`config.mk`:
```
export PLATFORM = sky130hd
export DESIGN_NAME = pc_redirect_ctrl
export DESIGN_NICKNAME = d
export VERILOG_FILES = /design/src/rtl/pc_redirect_ctrl.sv
export SDC_FILE = /design/constraint.sdc
export NUM_CORES = 1
export LEC_CHECK = 0
export BUFFER_PORTS_ARGS = -buffer_cell sky130_fd_sc_hd__buf_2
export CAP_MARGIN = 20
export CORE_UTILIZATION = 55
export CTS_CLUSTER_DIAMETER = 30
export DETAILED_ROUTE_END_ITERATION = 8
export PLACE_DENSITY = 0.8
export SETUP_SLACK_MARGIN = 0.15
export SYNTH_ARGS = -nofsm -noshare
export SYNTH_HDL_FRONTEND = slang
export SYNTH_SLANG_ARGS = --single-unit
```
`constraint.sdc`:
```
create_clock -name CLOCK -period 4.4 [get_ports CLOCK]
set_input_delay 0.88 -clock CLOCK [delete_from_list [all_inputs] [get_ports CLOCK]]
set_output_delay 0.88 -clock CLOCK [all_outputs]
set_load 0.02 [all_outputs]
```
`src/rtl/pc_redirect_ctrl.sv`:
```
// rtl/pc_redirect_ctrl.sv - fetch PC redirect arbiter with stall hold slot, flush timer and rollback checkpoint
// Requests are arbitrated rollback > JR > branch; every issued redirect is a registered one-cycle PC load.
module pc_redirect_ctrl #(
  parameter int                ADDR_W       = 32,
  parameter int                FLUSH_CYCLES = 1,
  parameter logic [ADDR_W-1:0] RESET_PC     = '0
) (
  input  logic              CLOCK,
  input  logic              RESET,
  input  logic              PCWrite,
  input  logic              branch_signal,
  input  logic [ADDR_W-1:0] branch_addr,
  input  logic              JR_branch_signal,
  input  logic [ADDR_W-1:0] JR_branch_addr,
  input  logic              dont_branch,
  input  logic [ADDR_W-1:0] fallthrough_pc,
  output logic              pc_load,
  output logic [ADDR_W-1:0] pc_target,
  output logic              flush_IF_ID,
  output logic              pending,
  output logic              drop_pulse,
  output logic [15:0]       redirect_count
);

  typedef enum logic [1:0] {ST_RUN, ST_HOLD, ST_FLUSH} state_t;

  localparam logic [1:0] PRIO_BR    = 2'd0;
  localparam logic [1:0] PRIO_JR    = 2'd1;
  localparam logic [1:0] PRIO_RB    = 2'd2;
  localparam logic [3:0] FLUSH_INIT = 4'(FLUSH_CYCLES);

  state_t            r_state;
  state_t            w_next_state;
  logic              r_pc_load;
  logic [ADDR_W-1:0] r_pc_target;
  logic              r_drop;
  logic [15:0]       r_count;
  logic [3:0]        r_flush_cnt;
  logic [ADDR_W-1:0] r_ckpt;
  logic              r_ckpt_valid;
  logic [1:0]        r_pend_prio;
  logic [ADDR_W-1:0] r_pend_addr;
  logic [ADDR_W-1:0] r_pend_fall;

  logic              w_rb_ok;
  logic              w_new_req;
  logic [1:0]        w_new_prio;
  logic [ADDR_W-1:0] w_new_addr;
  logic              w_new_drop;
  logic              w_hold;
  logic              w_take_new;
  logic              w_cand_valid;
  logic [1:0]        w_cand_prio;
  logic [ADDR_W-1:0] w_cand_addr;
  logic [ADDR_W-1:0] w_cand_fall;
  logic              w_issue;
  logic              w_latch;
  logic              w_drop;
  logic [3:0]        w_flush_next;

  // A rollback without a live checkpoint is not a request; it only counts as a drop.
  always_comb begin
    w_rb_ok    = dont_branch & r_ckpt_valid;
    w_new_req  = w_rb_ok | JR_branch_signal | branch_signal;
    w_new_prio = PRIO_BR;
    w_new_addr = branch_addr;
    if (w_rb_ok) begin
      w_new_prio = PRIO_RB;
      w_new_addr = r_ckpt;
    end else if (JR_branch_signal) begin
      w_new_prio = PRIO_JR;
      w_new_addr = JR_branch_addr;
    end
    w_new_drop = (dont_branch & ~r_ckpt_valid)
               | (w_rb_ok & (JR_branch_signal | branch_signal))
               | (JR_branch_signal & branch_signal);
  end

  // In HOLD a new request of equal or higher priority displaces the slot; either way one is discarded.
  always_comb begin
    w_hold       = (r_state == ST_HOLD);
    w_cand_valid = w_new_req | w_hold;
    w_take_new   = w_new_req & (~w_hold | (w_new_prio >= r_pend_prio));
    w_cand_prio  = w_take_new ? w_new_prio     : r_pend_prio;
    w_cand_addr  = w_take_new ? w_new_addr     : r_pend_addr;
    w_cand_fall  = w_take_new ? fallthrough_pc : r_pend_fall;
    w_issue      = w_cand_valid & PCWrite;
    w_latch      = w_cand_valid & ~PCWrite;
    w_drop       = w_new_drop | (w_hold & w_new_req);
  end

  always_comb begin
    w_flush_next = 4'd0;
    w_next_state = ST_RUN;
    if (w_issue) begin
      w_flush_next = FLUSH_INIT;
    end else if (r_flush_cnt != 4'd0) begin
      w_flush_next = r_flush_cnt - 4'd1;
    end
    if (w_issue) begin
      w_next_state = (FLUSH_CYCLES > 1) ? ST_FLUSH : ST_RUN;
    end else if (w_latch) begin
      w_next_state = ST_HOLD;
    end else if ((r_state == ST_FLUSH) && (w_flush_next != 4'd0)) begin
      w_next_state = ST_FLUSH;
    end
  end

  always_ff @(posedge CLOCK) begin
    if (RESET) begin
      r_state      <= ST_RUN;
      r_pc_load    <= 1'b0;
      r_pc_target  <= RESET_PC;
      r_drop       <= 1'b0;
      r_count      <= 16'd0;
      r_flush_cnt  <= 4'd0;
      r_ckpt       <= RESET_PC;
      r_ckpt_valid <= 1'b0;
      r_pend_prio  <= PRIO_BR;
      r_pend_addr  <= '0;
      r_pend_fall  <= '0;
    end else begin
      r_state     <= w_next_state;
      r_pc_load   <= w_issue;
      r_drop      <= w_drop;
      r_flush_cnt <= w_flush_next;
      if (w_latch) begin
        r_pend_prio <= w_cand_prio;
        r_pend_addr <= w_cand_addr;
        r_pend_fall <= w_cand_fall;
      end
      if (w_issue) begin
        r_pc_target <= w_cand_addr;
        r_count     <= r_count + 16'd1;
        if (w_cand_prio == PRIO_BR) begin
          r_ckpt       <= w_cand_fall;
          r_ckpt_valid <= 1'b1;
        end else if (w_cand_prio == PRIO_RB) begin
          r_ckpt_valid <= 1'b0;
        end
      end
    end
  end

  assign pc_load        = r_pc_load;
  assign pc_target      = r_pc_target;
  assign flush_IF_ID    = (r_flush_cnt != 4'd0);
  assign pending        = (r_state == ST_HOLD);
  assign drop_pulse     = r_drop;
  assign redirect_count = r_count;

endmodule
```
==> results.json, run 1 <==
{
  "fillers": 1060,
  "start_util": 0.567,
  "die_x_um": 117,
  "cts_root_buf": "clkbuf_16",
  "routed_wl_um": 17400,
  "hold_start": "pc_target[3]$_SDFFE_PP0P_",
  "postSynth.asyncResetShare": 0,
  "critPathMaxFanout": 34,
  "setup_viol": 0,
  "tightest_slew_ns": 0.858,
  "power_density_mw_per_mm2": 414,
  "ir_drop_mv": 0.272,
  "route.detailed.drc": 0,
  "crit_type": "input pin to register",
  "io_pins": 154,
  "postCtsSetupRepairBufs": 0,
  "leakage_uw": 0.00388,
  "worstHoldPathCells": 2,
  "fin_nets": 1114,
  "antenna_cells": 0,
  "synth_most_common_cell": "nand2_1",
  "fin_ws_ns": 1.00,
  "syn2layout_area_growth_pct": 20.2,
  "synth_cells": 884,
  "synth_seq_cells": 155,
  "track_usage": 0.256,
  "cts-resized-gates": 0,
  "dpl_worst_slack_ns": 0.613,
  "fmax_ghz": 0.294,
  "row_count": 41,
  "globalplace.congestion": 0.808,
  "clk_latency_ns": 0.42,
  "grt_pass1_wl_um": 26900,
  "synth_area_mm2": 0.00721,
  "avgSynthCellArea_um2": 8.16,
  "antenna_left": 0,
  "antenna_found_initial": 0,
  "hp-class": "register to register",
  "die_height_um": 117,
  "gr-total-overflow": 0,
  "synthTopCellsByArea": "dfxtp_1 43%, nand2_1 14%, mux2i_1 8.9%",
  "regArea_mm2": 0.00310,
  "synth_edf_count": 0,
  "floorplan.core_area_mm2": 0.0127,
  "worstHoldEndpoint": "pc_target[3]$_SDFFE_PP0P_",
  "layout_min_cycle_time_ns": 3.40,
  "synth.net_count": 991,
  "dp_hpwl_um": 11500,
  "crit_path_end_kind": "register",
  "rr_startpoint": "r_ckpt_valid$_SDFFE_PP0P_",
  "grt_setup_unrepaired": "false",
  "outcome": "complete, no violations",
  "dieArea_mm2": 0.0136,
  "crit_arrival_ns": 3.71,
  "ys_seq_area_frac": 0.430,
  "cts-buffers-inserted": 17,
  "max-cap-violations": 0,
  "rr_endpoint": "r_ckpt[17]$_SDFFE_PP0P_",
  "ff2ff_setup_slack_ns": 1.24,
  "cts_num_sinks": 155,
  "start_kind": "input pin",
  "routed_via_density": 5.26,
  "io_buffer_count": 153,
  "vias": 6270,
  "maxSlewHeadroom": 0.427,
  "multiInputGateArea_mm2": 0.00383,
  "grt_pass1_vias": 5426,
  "reg2regPathDepth": 10,
  "setup-tns-final_ns": 0,
  "path_clk_slew_ns": 0.06,
  "firstDrtPassIters": 5,
  "cts_tree": "built",
  "layout-drive-gt1-share": 0.233,
  "yosys.area.top_type": "dfxtp_1",
  "drt_iter0_drc": 528,
  "post-route-period-util": 0.772,
  "cts_max_path_buffers": 2,
  "clock_skew_ns": 0.00697,
  "wire_per_inst_um": 14.6,
  "grt_start_max_net_pins": 75,
  "ys.flop_type": "dfxtp_1",
  "yosys.area.top_type_share": 0.430,
  "synth.distinct_cells": 42,
  "hold_violations": 0,
  "drv_slew": 0,
  "netlist_top_cells_count": "270 x nand2_1, 155 x dfxtp_1, 101 x a21oi_1, 67 x o21ai_0, 64 x mux2i_1",
  "critical_path_required_ns": 4.71,
  "htreeDepth": 4,
  "cts_hold_buf": 0,
  "ys_warn_count": 0
}
-- layout by cell type (no fill, tap or decap), types with 6 or more instances in the layout --
cell type  instances
a21oi_1          101
inv_1              7
nor2b_1           34
clkbuf_16         17
xor2_1            11
buf_4             12
nand2_1          269
o21ai_0           67
buf_2            152
and3_1             6
mux2i_1           64
nor2_1            29
dfxtp_1          155
mux2_4            29
nor3_1             7
-- flip-flops by register name (all words and copies together), names as in the netlist --
signal / count
pc_target: 32
r_ckpt: 32
r_pend_fall: 32
drop_pulse: 1
r_ckpt_valid: 1
pc_load: 1
r_flush_cnt: 4
r_pend_addr: 32
r_state: 2
redirect_count: 16
r_pend_prio: 2
-- power by group --
group / switching, µW / internal [µW]
clock: 550 / 988
sequential: 49.2 / 1490
combinational: 304 / 207
-- routing by layer --
metal	track usage	share of wire	up-vias	wire, µm
li1	-	-	3181	-
met1	0.369	0.48	2868	8290
met2	0.374	0.44	195	7730
met3	0.0477	0.060	26	1050
met4	0.109	0.020	0	351
met5	0	0	-	0
-- metrics by stage --
| stage | area (µm²) | instances | power, µW | hold WS (ns) | utilization |
|---|---|---|---|---|---|
| after floorplan | 7210 | 884 | 1910 | 0.436 | - |
| after global placement | 8050 | 1160 | 2060 | 0.430 | 0.633 |
| after detailed placement | 8050 | 1160 | 2070 | 0.437 | 0.633 |
| after CTS | 8670 | 1191 | 3590 | 0.451 | 0.681 |
| after global routing | 8670 | 1191 | 3710 | 0.470 | 0.681 |
| final | 8670 | 1191 | 3590 | 0.446 | 0.681 |
-- critical path, stage by stage --
cell and delay [ns]:
buf_2 0.12, nand2_1 0.13, nand2_1 0.09, ha_1 0.28
nand2b_4 0.12, a2111oi_4 0.11, nor2_4 0.70, o22ai_1 0.32
nor3b_4 0.30, buf_12 0.28, mux2_2 0.36
-- area by class of cell --
cell class | count | share of cell area
Tap cell | 172 | 0.0248
Sequential cell | 155 | 0.358
Clock buffer | 23 | 0.0551
Clock inverter | 8 | 0.0162
Inverter | 8 | 0.00346
Multi-Input combinational cell | 660 | 0.442
Timing Repair Buffer | 165 | 0.100
-- worst max-delay path by stage --
stage / from / end / slack, ns / cells past startpoint
5_1_grt: dont_branch / r_ckpt[15]$_SDFFE_PP0P_ / 0.85 / 11
3_3_place_gp: dont_branch / r_ckpt[15]$_SDFFE_PP0P_ / 0.65 / 11
6_report: dont_branch / r_ckpt[17]$_SDFFE_PP0P_ / 1.00 / 11
4_1_cts: dont_branch / r_ckpt[17]$_SDFFE_PP0P_ / 1.04 / 11
2_1_floorplan: dont_branch / r_ckpt[0]$_SDFFE_PP0P_ / 0.94 / 10
3_5_place_dp: dont_branch / r_ckpt[17]$_SDFFE_PP0P_ / 0.61 / 11
-- cells by family (layout without fill, tap and decap cells) --
kind of cell | after synthesis | after routing | synth area share
adders and majority gates | 6 | 6 | 0.0101
muxes | 97 | 97 | 0.155
xor gates and xnor gates | 15 | 15 | 0.0182
and+or+nand+nor | 366 | 366 | 0.216
buffers and inverters | 69 | 204 | 0.0413
AOI/OAI and AO/OA | 176 | 176 | 0.129
DFF | 155 | 155 | 0.430
Power figures use the tool's default switching activity.
==> run 2: changes to the inputs <==
ABC_AREA = 1   (was default)
PLACE_DENSITY = 0.81   (was 0.8)
clock period = 3.2 ns   (was 4.4 ns; I/O delays follow)
==> results.json, run 2 <==
{
  "ys.flop_type": "dfxtp_1",
  "floorplan.core_area_mm2": 0.0126,
  "synth_seq_cells": 155,
  "max_stage_delay_ns": 0.29,
  "crit_path_end_kind": "primary output",
  "dpl_worst_slack_ns": 0.676,
  "track_usage": 0.255,
  "crit_top_cell": "inv_1",
  "whs_ns": 0.449,
  "cts-resized-gates": 0,
  "grt_pass1_vias": 5595,
  "layout-drive-gt1-share": 0.175,
  "clock_skew_ns": 0.00510,
  "gr-usage-met3": 0.0533,
  "synth.net_count": 1130,
  "yosys.area.top_type_share": 0.438,
  "gr-max-usage-layer": "met1",
  "ys_seq_area_frac": 0.438,
  "cts_tree": "built",
  "slowest_stage": "dfxtp_1",
  "htreeDepth": 4,
  "leakage_uw": 0.00401,
  "vias": 6750,
  "outcome": "complete, no violations",
  "start_kind": "register",
  "synth_fa_ha_area_frac": 0.00883,
  "hold_violations": 0,
  "routed_wl_um": 16800,
  "die_height_um": 115,
  "fin_ws_ns": 1.01,
  "power_density_mw_per_mm2": 568,
  "crit_type": "register to primary output",
  "dp_hpwl_um": 11300,
  "cts_num_sinks": 155,
  "cts_root_buf": "clkbuf_16",
  "synthTopCellsByArea": "dfxtp_1 44%, nand2_1 14%, o21ai_0 9.2%",
  "layout_min_cycle_time_ns": 2.19,
  "crit_arrival_ns": 1.55,
  "route.detailed.drc": 0,
  "postCtsSetupRepairBufs": 0,
  "synth_edf_count": 0,
  "antenna_cells": 0,
  "grtUsageMet2": 0.362,
  "antenna_found_initial": 0,
  "fmax_ghz": 0.456,
  "avgSynthCellArea_um2": 6.93,
  "critical_path_required_ns": 2.56,
  "clk_latency_ns": 0.42,
  "post-route-period-util": 0.685,
  "max-cap-violations": 0,
  "setup_viol": 0,
  "critPathMaxFanout": 4,
  "ir_drop_mv": 0.335,
  "io_buffer_count": 153,
  "row_count": 41,
  "io_pins": 154,
  "syn2layout_area_growth_pct": 18.7,
  "cts_max_path_buffers": 2,
  "synth-compound-area-share": 0.202,
  "power_uw": 4780,
  "drv_slew": 0,
  "synth_xor_area_frac": 0.00371,
  "synth_most_common_cell": "nand2_1",
  "final_common_cell": "nand2_1",
  "die_x_um": 115,
  "cts-buffers-inserted": 17,
  "start_util": 0.564,
  "netlist_top_cells_count": "263 x nand2_1, 155 x dfxtp_1, 130 x o21ai_0, 125 x inv_1, 88 x nor2_1",
  "synth.area.mux_share": 0,
  "setup-tns-final_ns": 0,
  "drt_iter0_drc": 491,
  "grtUsageMet1": 0.382,
  "firstDrtPassIters": 5,
  "synth_top_family_by_area": "simple AND/OR/NAND/NOR gates",
  "maxSlewHeadroom": 0.317,
  "layout_common_cells": "263 x nand2_1, 155 x dfxtp_1, 153 x buf_2, 130 x o21ai_0, 123 x inv_1",
  "grt_pass1_wl_um": 26700,
  "path_clk_slew_ns": 0.06,
  "ys_warn_count": 0,
  "wire_per_inst_um": 12.7,
  "grt_setup_unrepaired": "false",
  "globalplace.congestion": 0.867,
  "postSynth.asyncResetShare": 0,
  "fin_nets": 1247,
  "path_cells": "inv_1 > ha_1 > nand2_1 > nor2_1 > inv_1 > buf_2",
  "yosys.area.top_type": "dfxtp_1",
  "antenna_left": 0,
  "synth_cells": 1023,
  "synth.distinct_cells": 32,
  "dieArea_mm2": 0.0133,
  "tightest_slew_ns": 1.02,
  "cts_hold_buf": 0,
  "grt_start_max_net_pins": 131,
  "synthSimpleGateAreaFrac": 0.236,
  "routed_via_density": 5.11,
  "gr-total-overflow": 0,
  "synth_area_mm2": 0.00708,
  "hp-class": "register to register",
  "post-route-util": 0.669
}
run 2: cell count changes after synthesis, moves of 34 or more:
cell      before  now
mux2i_1       64    0
nor2_1        31   88
nor2b_1       34    0
o211ai_1       0   65
o21ai_0       67  130
nand3_1        3   43
a21oi_1      101   45
inv_1          8  125
run 2: routing by layer:
layer	routed length [µm]	vias to the layer above
li1	-	3542
met1	8470	2989
met2	7080	202
met3	1000	17
met4	204	0
met5	0	-
run 2: kinds of logic (layout without fill, tap and decap cells):
kind of cell | Yosys count | count (layout)
compound gates | 250 | 250
simple gates | 415 | 415
flops | 155 | 155
fa+ha+maj | 5 | 5
buf+inv | 195 | 322
xor+xnor | 3 | 3
run 2: power by group:
part	switching, µW	internal [µW]	leakage [µW]
registers	87.4	2100	0.00128
clock network	712	1080	0.000259
logic	512	290	0.00247
run 2: metrics by stage:
| step | area (µm²) | cells |
|---|---|---|
| 2_1_floorplan | 7080 | 1023 |
| 3_3_place_gp | 7890 | 1293 |
| 3_5_place_dp | 7890 | 1293 |
| 4_1_cts | 8410 | 1322 |
| 5_1_grt | 8410 | 1322 |
| 6_report | 8410 | 1322 |
run 2: path summary, 6_finish.rpt:
path / start / end / slack [ns] / depth (start not counted)
max: r_flush_cnt[0]$_SDFF_PP0_ / flush_IF_ID / 1.01 / 6
min: pc_target[30]$_SDFFE_PP0P_ / pc_target[30]$_SDFFE_PP0P_ / 0.45 / 2
max reg2reg: r_ckpt_valid$_SDFFE_PP0P_ / pc_target[19]$_SDFFE_PP0P_ / 1.01 / 13
min reg2reg: pc_target[30]$_SDFFE_PP0P_ / pc_target[30]$_SDFFE_PP0P_ / 0.45 / 2
run 2: area by class of cell:
class / count / area [µm²]
clock inverters: 2 / 10.0
multi-input cells: 673 / 3190
clock buffers: 27 / 513
fillers: 1139 / 4160
well taps: 172 / 215
inverters: 129 / 488
flip-flops and latches: 155 / 3100
repair buffers: 164 / 886
run 2: critical path, delay by kind of cell (launching register included):
| family | cells | cell delay, ns |
|---|---|---|
| adder cells (fa/ha/maj) | 1 | 0.15 |
| buffers and inverters | 3 | 0.44 |
| flip-flops | 1 | 0.29 |
| AND/OR/NAND/NOR | 2 | 0.25 |
